[config.mk]
export PLATFORM = sky130hd
export DESIGN_NAME = mem_bus_arbiter
export DESIGN_NICKNAME = d
export VERILOG_FILES = /design/src/rtl/mem_bus_arbiter_pkg.sv /design/src/rtl/mem_bus_watchdog.sv /design/src/rtl/mem_bus_arbiter.sv
export SDC_FILE = /design/constraint.sdc
export NUM_CORES = 1
export LEC_CHECK = 0
export BUFFER_PORTS_ARGS = -buffer_cell sky130_fd_sc_hd__buf_2
export CORE_AREA = 2 2 108 110
export DETAILED_ROUTE_END_ITERATION = 8
export DIE_AREA = 0 0 110 112
export PLACE_DENSITY = 0.68
export SLEW_MARGIN = 5
export SYNTH_ARGS = -nofsm -noshare
export SYNTH_HDL_FRONTEND = slang
export SYNTH_SLANG_ARGS = --single-unit
[constraint.sdc]
create_clock -name clk -period 2.25 [get_ports clk]
set_input_delay 0.1125 -clock clk [delete_from_list [all_inputs] [get_ports clk]]
set_output_delay 0.1125 -clock clk [all_outputs]
set_load 0.02 [all_outputs]
[src/rtl/mem_bus_arbiter_pkg.sv]
// Shared encodings for the memory bus arbiter: FSM states and transaction owner.
package mem_bus_arbiter_pkg;

  typedef enum logic [1:0] {
    ARB_IDLE = 2'd0,
    ARB_REQ  = 2'd1,
    ARB_WAIT = 2'd2
  } arb_state_e;

  typedef enum logic {
    OWN_IF  = 1'b0,
    OWN_LSU = 1'b1
  } arb_owner_e;

endpackage

[src/rtl/mem_bus_watchdog.sv]
// Cycle counter that flags a bus transaction stuck for TIMEOUT cycles.
// Instantiated by mem_bus_arbiter only when ARB_TIMEOUT_EN is defined.
module mem_bus_watchdog #(
  parameter int TIMEOUT = 255
) (
  input  logic clk,
  input  logic rst,
  input  logic run_i,
  output logic expired_o
);

  localparam int CW = $clog2(TIMEOUT + 1);

  logic [CW-1:0] cnt_q, cnt_d;

  // Fires during the TIMEOUT-th busy cycle; the arbiter leaves the busy states then.
  assign expired_o = run_i && (cnt_q == CW'(TIMEOUT - 1));

  always_comb begin
    cnt_d = '0;
    if (run_i && !expired_o) cnt_d = cnt_q + CW'(1);
  end

  always_ff @(posedge clk) begin
    if (rst) cnt_q <= '0;
    else     cnt_q <= cnt_d;
  end

endmodule

[src/rtl/mem_bus_arbiter.sv]
// Single-outstanding arbiter sharing the memory bus between fetch (IF) and LSU.
// Optional watchdog timeout enabled by defining ARB_TIMEOUT_EN.
module mem_bus_arbiter
  import mem_bus_arbiter_pkg::*;
#(
  parameter int ADDR_W     = 32,
  parameter int DATA_W     = 32,
  parameter int STARVE_MAX = 4,
  parameter int TIMEOUT    = 255
) (
  input  logic                clk,
  input  logic                rst,
  input  logic                if_req,
  input  logic [ADDR_W-1:0]   if_addr,
  input  logic                if_kill,
  output logic                if_gnt,
  output logic                if_rvalid,
  output logic [DATA_W-1:0]   if_rdata,
  output logic                if_err,
  input  logic                lsu_req,
  input  logic                lsu_we,
  input  logic [ADDR_W-1:0]   lsu_addr,
  input  logic [DATA_W-1:0]   lsu_wdata,
  input  logic [DATA_W/8-1:0] lsu_wstrb,
  output logic                lsu_gnt,
  output logic                lsu_rvalid,
  output logic [DATA_W-1:0]   lsu_rdata,
  output logic                lsu_err,
  output logic                mem_stall,
  output logic                bus_req,
  output logic                bus_we,
  output logic [ADDR_W-1:0]   bus_addr,
  output logic [DATA_W-1:0]   bus_wdata,
  output logic [DATA_W/8-1:0] bus_wstrb,
  input  logic                bus_gnt,
  input  logic                bus_rvalid,
  input  logic [DATA_W-1:0]   bus_rdata
);

  localparam int STRB_W = DATA_W / 8;
  localparam int SC_W   = $clog2(STARVE_MAX + 1);

  arb_state_e          state_q, state_d;
  arb_owner_e          owner_q, owner_d;
  logic                killed_q, killed_d;
  logic [SC_W-1:0]     starve_q, starve_d;
  logic                bus_we_q, bus_we_d;
  logic [ADDR_W-1:0]   bus_addr_q, bus_addr_d;
  logic [DATA_W-1:0]   bus_wdata_q, bus_wdata_d;
  logic [STRB_W-1:0]   bus_wstrb_q, bus_wstrb_d;

  logic idle, busy, force_if, lsu_win, if_win;
  logic rsp_ok, timeout, resp, resp_err;

  assign idle     = (state_q == ARB_IDLE);
  assign busy     = !idle;
  assign force_if = if_req && (starve_q == SC_W'(STARVE_MAX));
  assign lsu_win  = idle && lsu_req && !force_if;
  assign if_win   = idle && !lsu_win && if_req && !if_kill;

`ifdef ARB_TIMEOUT_EN
  mem_bus_watchdog #(
    .TIMEOUT (TIMEOUT)
  ) u_watchdog (
    .clk       (clk),
    .rst       (rst),
    .run_i     (busy),
    .expired_o (timeout)
  );
`else
  logic unused_timeout_cfg;
  assign unused_timeout_cfg = busy && (TIMEOUT != 0);
  assign timeout = 1'b0;
`endif

  // A real bus response takes precedence over a watchdog expiry in the same cycle.
  assign rsp_ok   = (state_q == ARB_WAIT) && bus_rvalid;
  assign resp     = rsp_ok || timeout;
  assign resp_err = timeout && !rsp_ok;

  assign if_gnt     = if_win;
  assign lsu_gnt    = lsu_win;
  assign bus_req    = (state_q == ARB_REQ) && !timeout;
  assign if_rvalid  = resp && (owner_q == OWN_IF) && !(killed_q || if_kill);
  assign lsu_rvalid = resp && (owner_q == OWN_LSU);
  assign if_rdata   = resp_err ? '0 : bus_rdata;
  assign lsu_rdata  = resp_err ? '0 : bus_rdata;
  assign mem_stall  = lsu_req && !lsu_rvalid;

`ifdef ARB_TIMEOUT_EN
  assign if_err  = if_rvalid && resp_err;
  assign lsu_err = lsu_rvalid && resp_err;
`else
  assign if_err  = 1'b0;
  assign lsu_err = 1'b0;
`endif

  assign bus_we    = bus_we_q;
  assign bus_addr  = bus_addr_q;
  assign bus_wdata = bus_wdata_q;
  assign bus_wstrb = bus_wstrb_q;

  always_comb begin
    state_d     = state_q;
    owner_d     = owner_q;
    killed_d    = killed_q;
    starve_d    = starve_q;
    bus_we_d    = bus_we_q;
    bus_addr_d  = bus_addr_q;
    bus_wdata_d = bus_wdata_q;
    bus_wstrb_d = bus_wstrb_q;

    if (!if_req)
      starve_d = '0;
    else if (lsu_win && (starve_q != SC_W'(STARVE_MAX)))
      starve_d = starve_q + SC_W'(1);
    else if (if_win)
      starve_d = '0;

    case (state_q)
      ARB_IDLE: begin
        if (lsu_win) begin
          state_d     = ARB_REQ;
          owner_d     = OWN_LSU;
          bus_we_d    = lsu_we;
          bus_addr_d  = lsu_addr;
          bus_wdata_d = lsu_wdata;
          bus_wstrb_d = lsu_wstrb;
        end else if (if_win) begin
          state_d     = ARB_REQ;
          owner_d     = OWN_IF;
          bus_we_d    = 1'b0;
          bus_addr_d  = if_addr;
          bus_wdata_d = '0;
          bus_wstrb_d = '0;
        end
      end
      ARB_REQ: begin
        if (owner_q == OWN_IF && if_kill) killed_d = 1'b1;
        if (timeout)      state_d = ARB_IDLE;
        else if (bus_gnt) state_d = ARB_WAIT;
      end
      ARB_WAIT: begin
        if (owner_q == OWN_IF && if_kill) killed_d = 1'b1;
        if (bus_rvalid || timeout) state_d = ARB_IDLE;
      end
      default: state_d = ARB_IDLE;
    endcase

    if (state_d == ARB_IDLE) killed_d = 1'b0;
  end

  always_ff @(posedge clk) begin
    if (rst) begin
      state_q     <= ARB_IDLE;
      owner_q     <= OWN_IF;
      killed_q    <= 1'b0;
      starve_q    <= '0;
      bus_we_q    <= 1'b0;
      bus_addr_q  <= '0;
      bus_wdata_q <= '0;
      bus_wstrb_q <= '0;
    end else begin
      state_q     <= state_d;
      owner_q     <= owner_d;
      killed_q    <= killed_d;
      starve_q    <= starve_d;
      bus_we_q    <= bus_we_d;
      bus_addr_q  <= bus_addr_d;
      bus_wdata_q <= bus_wdata_d;
      bus_wstrb_q <= bus_wstrb_d;
    end
  end

endmodule

==> summary.md <==
| Metric | Value |
|---|---|
| Status | completed |
| Util after Layout | a little over two fifths |
| Synth Register Bits | 76 |
| Final WL | 11.2 mm |
| Avg WL per Cell | 16.4 um |
| Leakage | 0.00237 uW |
| Die height | 112 um |
| Max Transition Viols Final | 0 |
| Sink Count | 76 |
| Avg Inst Size Synth | roughly 9.4 sq um |
| Largest net degree at the start of global routing | 41 |
| Final worst path period share | 93.4% |
| Max clock buf depth | 2 |
| DR iter-0 viols | 190 |
| Area contributors post-synth | dfxtp_1 (41%), buf_4 (14%), a311oi_2 (11%) |
| Final setup violation count | 0 |
| Cell Count, Final, Fillers Out | about 680 |
| Max_cap viols | 0 |
| Area occupied by registers | approximately 1500 sq um |
| Hold_ws | roughly 0.016 ns |
| GP Congestion | between 0.8 and 0.9 |
| Hold Fails Final Rpt | 0 |
| Starting Density | 32.9% |
| Placed cell count | 636 |
| Die ar. | 12,300 sq um |
| Nets | 680 |
| Root buf cell | clkbuf_16 |
| Synth Cell Area | approximately 3700 sq um |
| Hpwl dp | 8.27 mm |
| CTS tree | done |
| Achievable clock frequency | 0.476 GHz |
| Fillers | between 1,000 and 1,500 |
| Ys Warns | 0 |
| Worst path arrival time | approximately 2 ns |
| Clock Latency Late Sink | 0.33 ns |
| Final Skew | 0.00828 ns |
| Synth top area share | 41.4% |
| Crit path max-delay cell type | dfxtp_1 |
| Worst IR Drop VDD | around 550 uV |
| RSZ-0062 raised after global routing | false |
| Fin crit period | around 2.1 ns |
| First-pass GRT wire length | 16.7 mm |
| Number of synthesized flops with an enable pin | 0 |
| Horiz. Die Dim | 110 um |
| CP Launch Type | register |
| CTS H-tree depth | 3 |
| # port buffers | 182 |
| Std cell rows | 39 |
| Async SR Flop Fraction | 0% |
| CTS Buf Count | 9 |
| Core Box Area | 11,200 sq um |
| Layout cells sized above 1 | between 40 and 50% |
| Post-synthesis cell type count | 35 |
| Crit Path Max Fanout | 15 |
| Power density cells | between 800 and 900 nW/um^2 |
| Nature of the critical path endpoint | output pin |
| Hold WC Path Type | in -> reg |
| DRC violations left | 0 |
| Area occupied by multi-input gates | 1520 sq um |
| Primary FF master, synth | dfxtp_1 |
| DRT antenna net count | 0 |
| Sequential area share after synthesis | ~41% |
| # IOs | 281 |
| CP cell instances | inv_1, ha_1, and2_1, nand2_4, clkinv_1, buf_4, buf_2 |
| Crit-path max cell delay | 0.37 ns |
| Clock slew at reported path FFs | about 0.060 ns |
| Vias | 3,345 |
| Vias per inst | 4.90 |
| Initial antenna violation count | 1 |
| Cell count after synthesis | 390 |
| GR Overflow Total | 0 |
| First-pass DRT Iterations | 6 |
| Layout area overhead | 31.6% |
| Leading area contributor after synthesis | dfxtp_1 |
| Vias in the first global route | 3,366 |
| Setup_tns | 0 ns |
| R2r setup slk | about 0.31 ns |
| WS Path Type | reg -> out |
| Worst path required time | ~2.1 ns |
| Total track usage | roughly 18% |
-- stage by stage --
stage / area [sq um] / total power [uW] / setup WS, ns
finish: 4840 / 4090 / 0.148
CTS: 4840 / 4140 / 0.113
global route: 4840 / 4310 / 0.0269
global placement: 4230 / 2610 / 0.350
detailed placement: 4230 / 2630 / 0.274
floorplan: 3680 / 2450 / 0.562
-- what timing repair did --
action / CTS / global route
setup buffers: 0 / 0
hold buffers: 30 / 0
endpoints found under the hold margin: 30 / 0
gates resized for setup: 1 / 0
setup endpoints to repair: 1 / 0
-- final cells by class --
| class | count | area share (%) |
|---|---|---|
| diodes | 1 | 0.0517 |
| clock buffers | 10 | 4.94 |
| clock inverters | 6 | 1.29 |
| inverters | 8 | 0.620 |
| multi-input cells | 218 | 31.3 |
| flip-flops and latches | 76 | 31.4 |
| well taps | 143 | 3.70 |
| repair buffers | 221 | 26.7 |
-- path summary, 6_finish.rpt --
path	cells after the start	from	end
hold reg to reg	1	bus_wdata[14]$_SDFFE_PP0P_	bus_wdata[14]$_SDFFE_PP0P_
hold / removal	2	lsu_wstrb[3]	bus_wstrb[3]$_SDFFE_PP0P_
setup reg to reg	7	starve_q[0]$_SDFFE_PP0P_	bus_addr[11]$_SDFFE_PP0P_
setup / recovery	7	state_q[0]$_SDFF_PP0_	lsu_gnt
-- worst max-delay path: cells and delay by family (launching register included) --
kind / cells / cell delay, ns
adder cells (fa/ha/maj): 1 / 0.25
buffers and inverters: 4 / 0.63
flip-flops: 1 / 0.37
AND/OR/NAND/NOR: 2 / 0.39
-- sequential cells by signal, summed over array words and instances, names as in the netlist --
register	flops
bus_wdata	32
bus_addr	32
bus_wstrb	4
starve_q	3
owner_q	1
state_q	2
bus_we	1
killed_q	1
-- cells in the mapped netlist (2+ instances only) --
| library cell | n |
|---|---|
| buf_2 | 8 |
| buf_6 | 3 |
| nand2b_1 | 7 |
| inv_1 | 7 |
| a21oi_1 | 2 |
| nor2_2 | 2 |
| a311oi_2 | 28 |
| a311oi_1 | 4 |
| clkbuf_1 | 8 |
| dfxtp_1 | 76 |
| nor2_1 | 37 |
| a22o_1 | 37 |
| buf_4 | 70 |
| nand2_1 | 72 |
| ha_1 | 6 |
| and3_1 | 4 |
-- cells by family after synthesis --
group	synth area share (%)
buffers and inverters	17.9
and+or+nand+nor	14.4
adders and majority gates	2.04
AOI/OAI and AO/OA	23.9
DFF	41.4
muxes	0.272
other	0.102
-- routing by layer --
| metal | part of all wire [%] | vias up | GRT usage (%) |
|---|---|---|---|
| li1 | - | 1577 | - |
| met1 | 35 | 1553 | 17.1 |
| met2 | 51 | 199 | 32.4 |
| met3 | 11 | 16 | 6.73 |
| met4 | 2.0 | 0 | 7.93 |
| met5 | 0 | - | 0 |
-- power by group --
group | internal (uW) | leakage [uW] | switching [uW] | total (uW)
Sequential | 1500 | 0.000627 | 84.0 | 1580
Combinational | 422 | 0.00159 | 639 | 1060
Clock | 888 | 0.000153 | 561 | 1450
Total | 2810 | 0.00237 | 1280 | 4090
-- cell usage in the layout (no fill, tap or decap), drive strengths merged --
| master | synthesis | routed |
|---|---|---|
| diode | 0 | 1 |
| mux2i | 1 | 1 |
| o22a | 1 | 1 |
| o21ba | 1 | 1 |
| nor2b | 1 | 1 |
| and3 | 4 | 4 |
| nor2 | 39 | 39 |
| o211ai | 1 | 1 |
| a31oi | 2 | 2 |
| a31o | 1 | 1 |
| a311oi | 32 | 32 |
| buf | 81 | 191 |
| bufinv | 0 | 1 |
| ha | 6 | 6 |
| clkbuf | 8 | 10 |
| clkinv | 1 | 5 |
| a32oi | 1 | 1 |
| inv | 7 | 8 |
| o211a | 1 | 1 |
| a21oi | 2 | 2 |
| dlygate4sd3 | 0 | 30 |
| nand2b | 7 | 7 |
| a2111oi | 1 | 1 |
| nand3 | 1 | 1 |
| nor4 | 1 | 1 |
| and2 | 1 | 1 |
| nand2 | 73 | 73 |
| nand3b | 1 | 1 |
| a22o | 37 | 37 |
| a21bo | 1 | 1 |
| conb | 1 | 2 |
| dfxtp | 76 | 76 |
(Power assumes the default switching activity.)
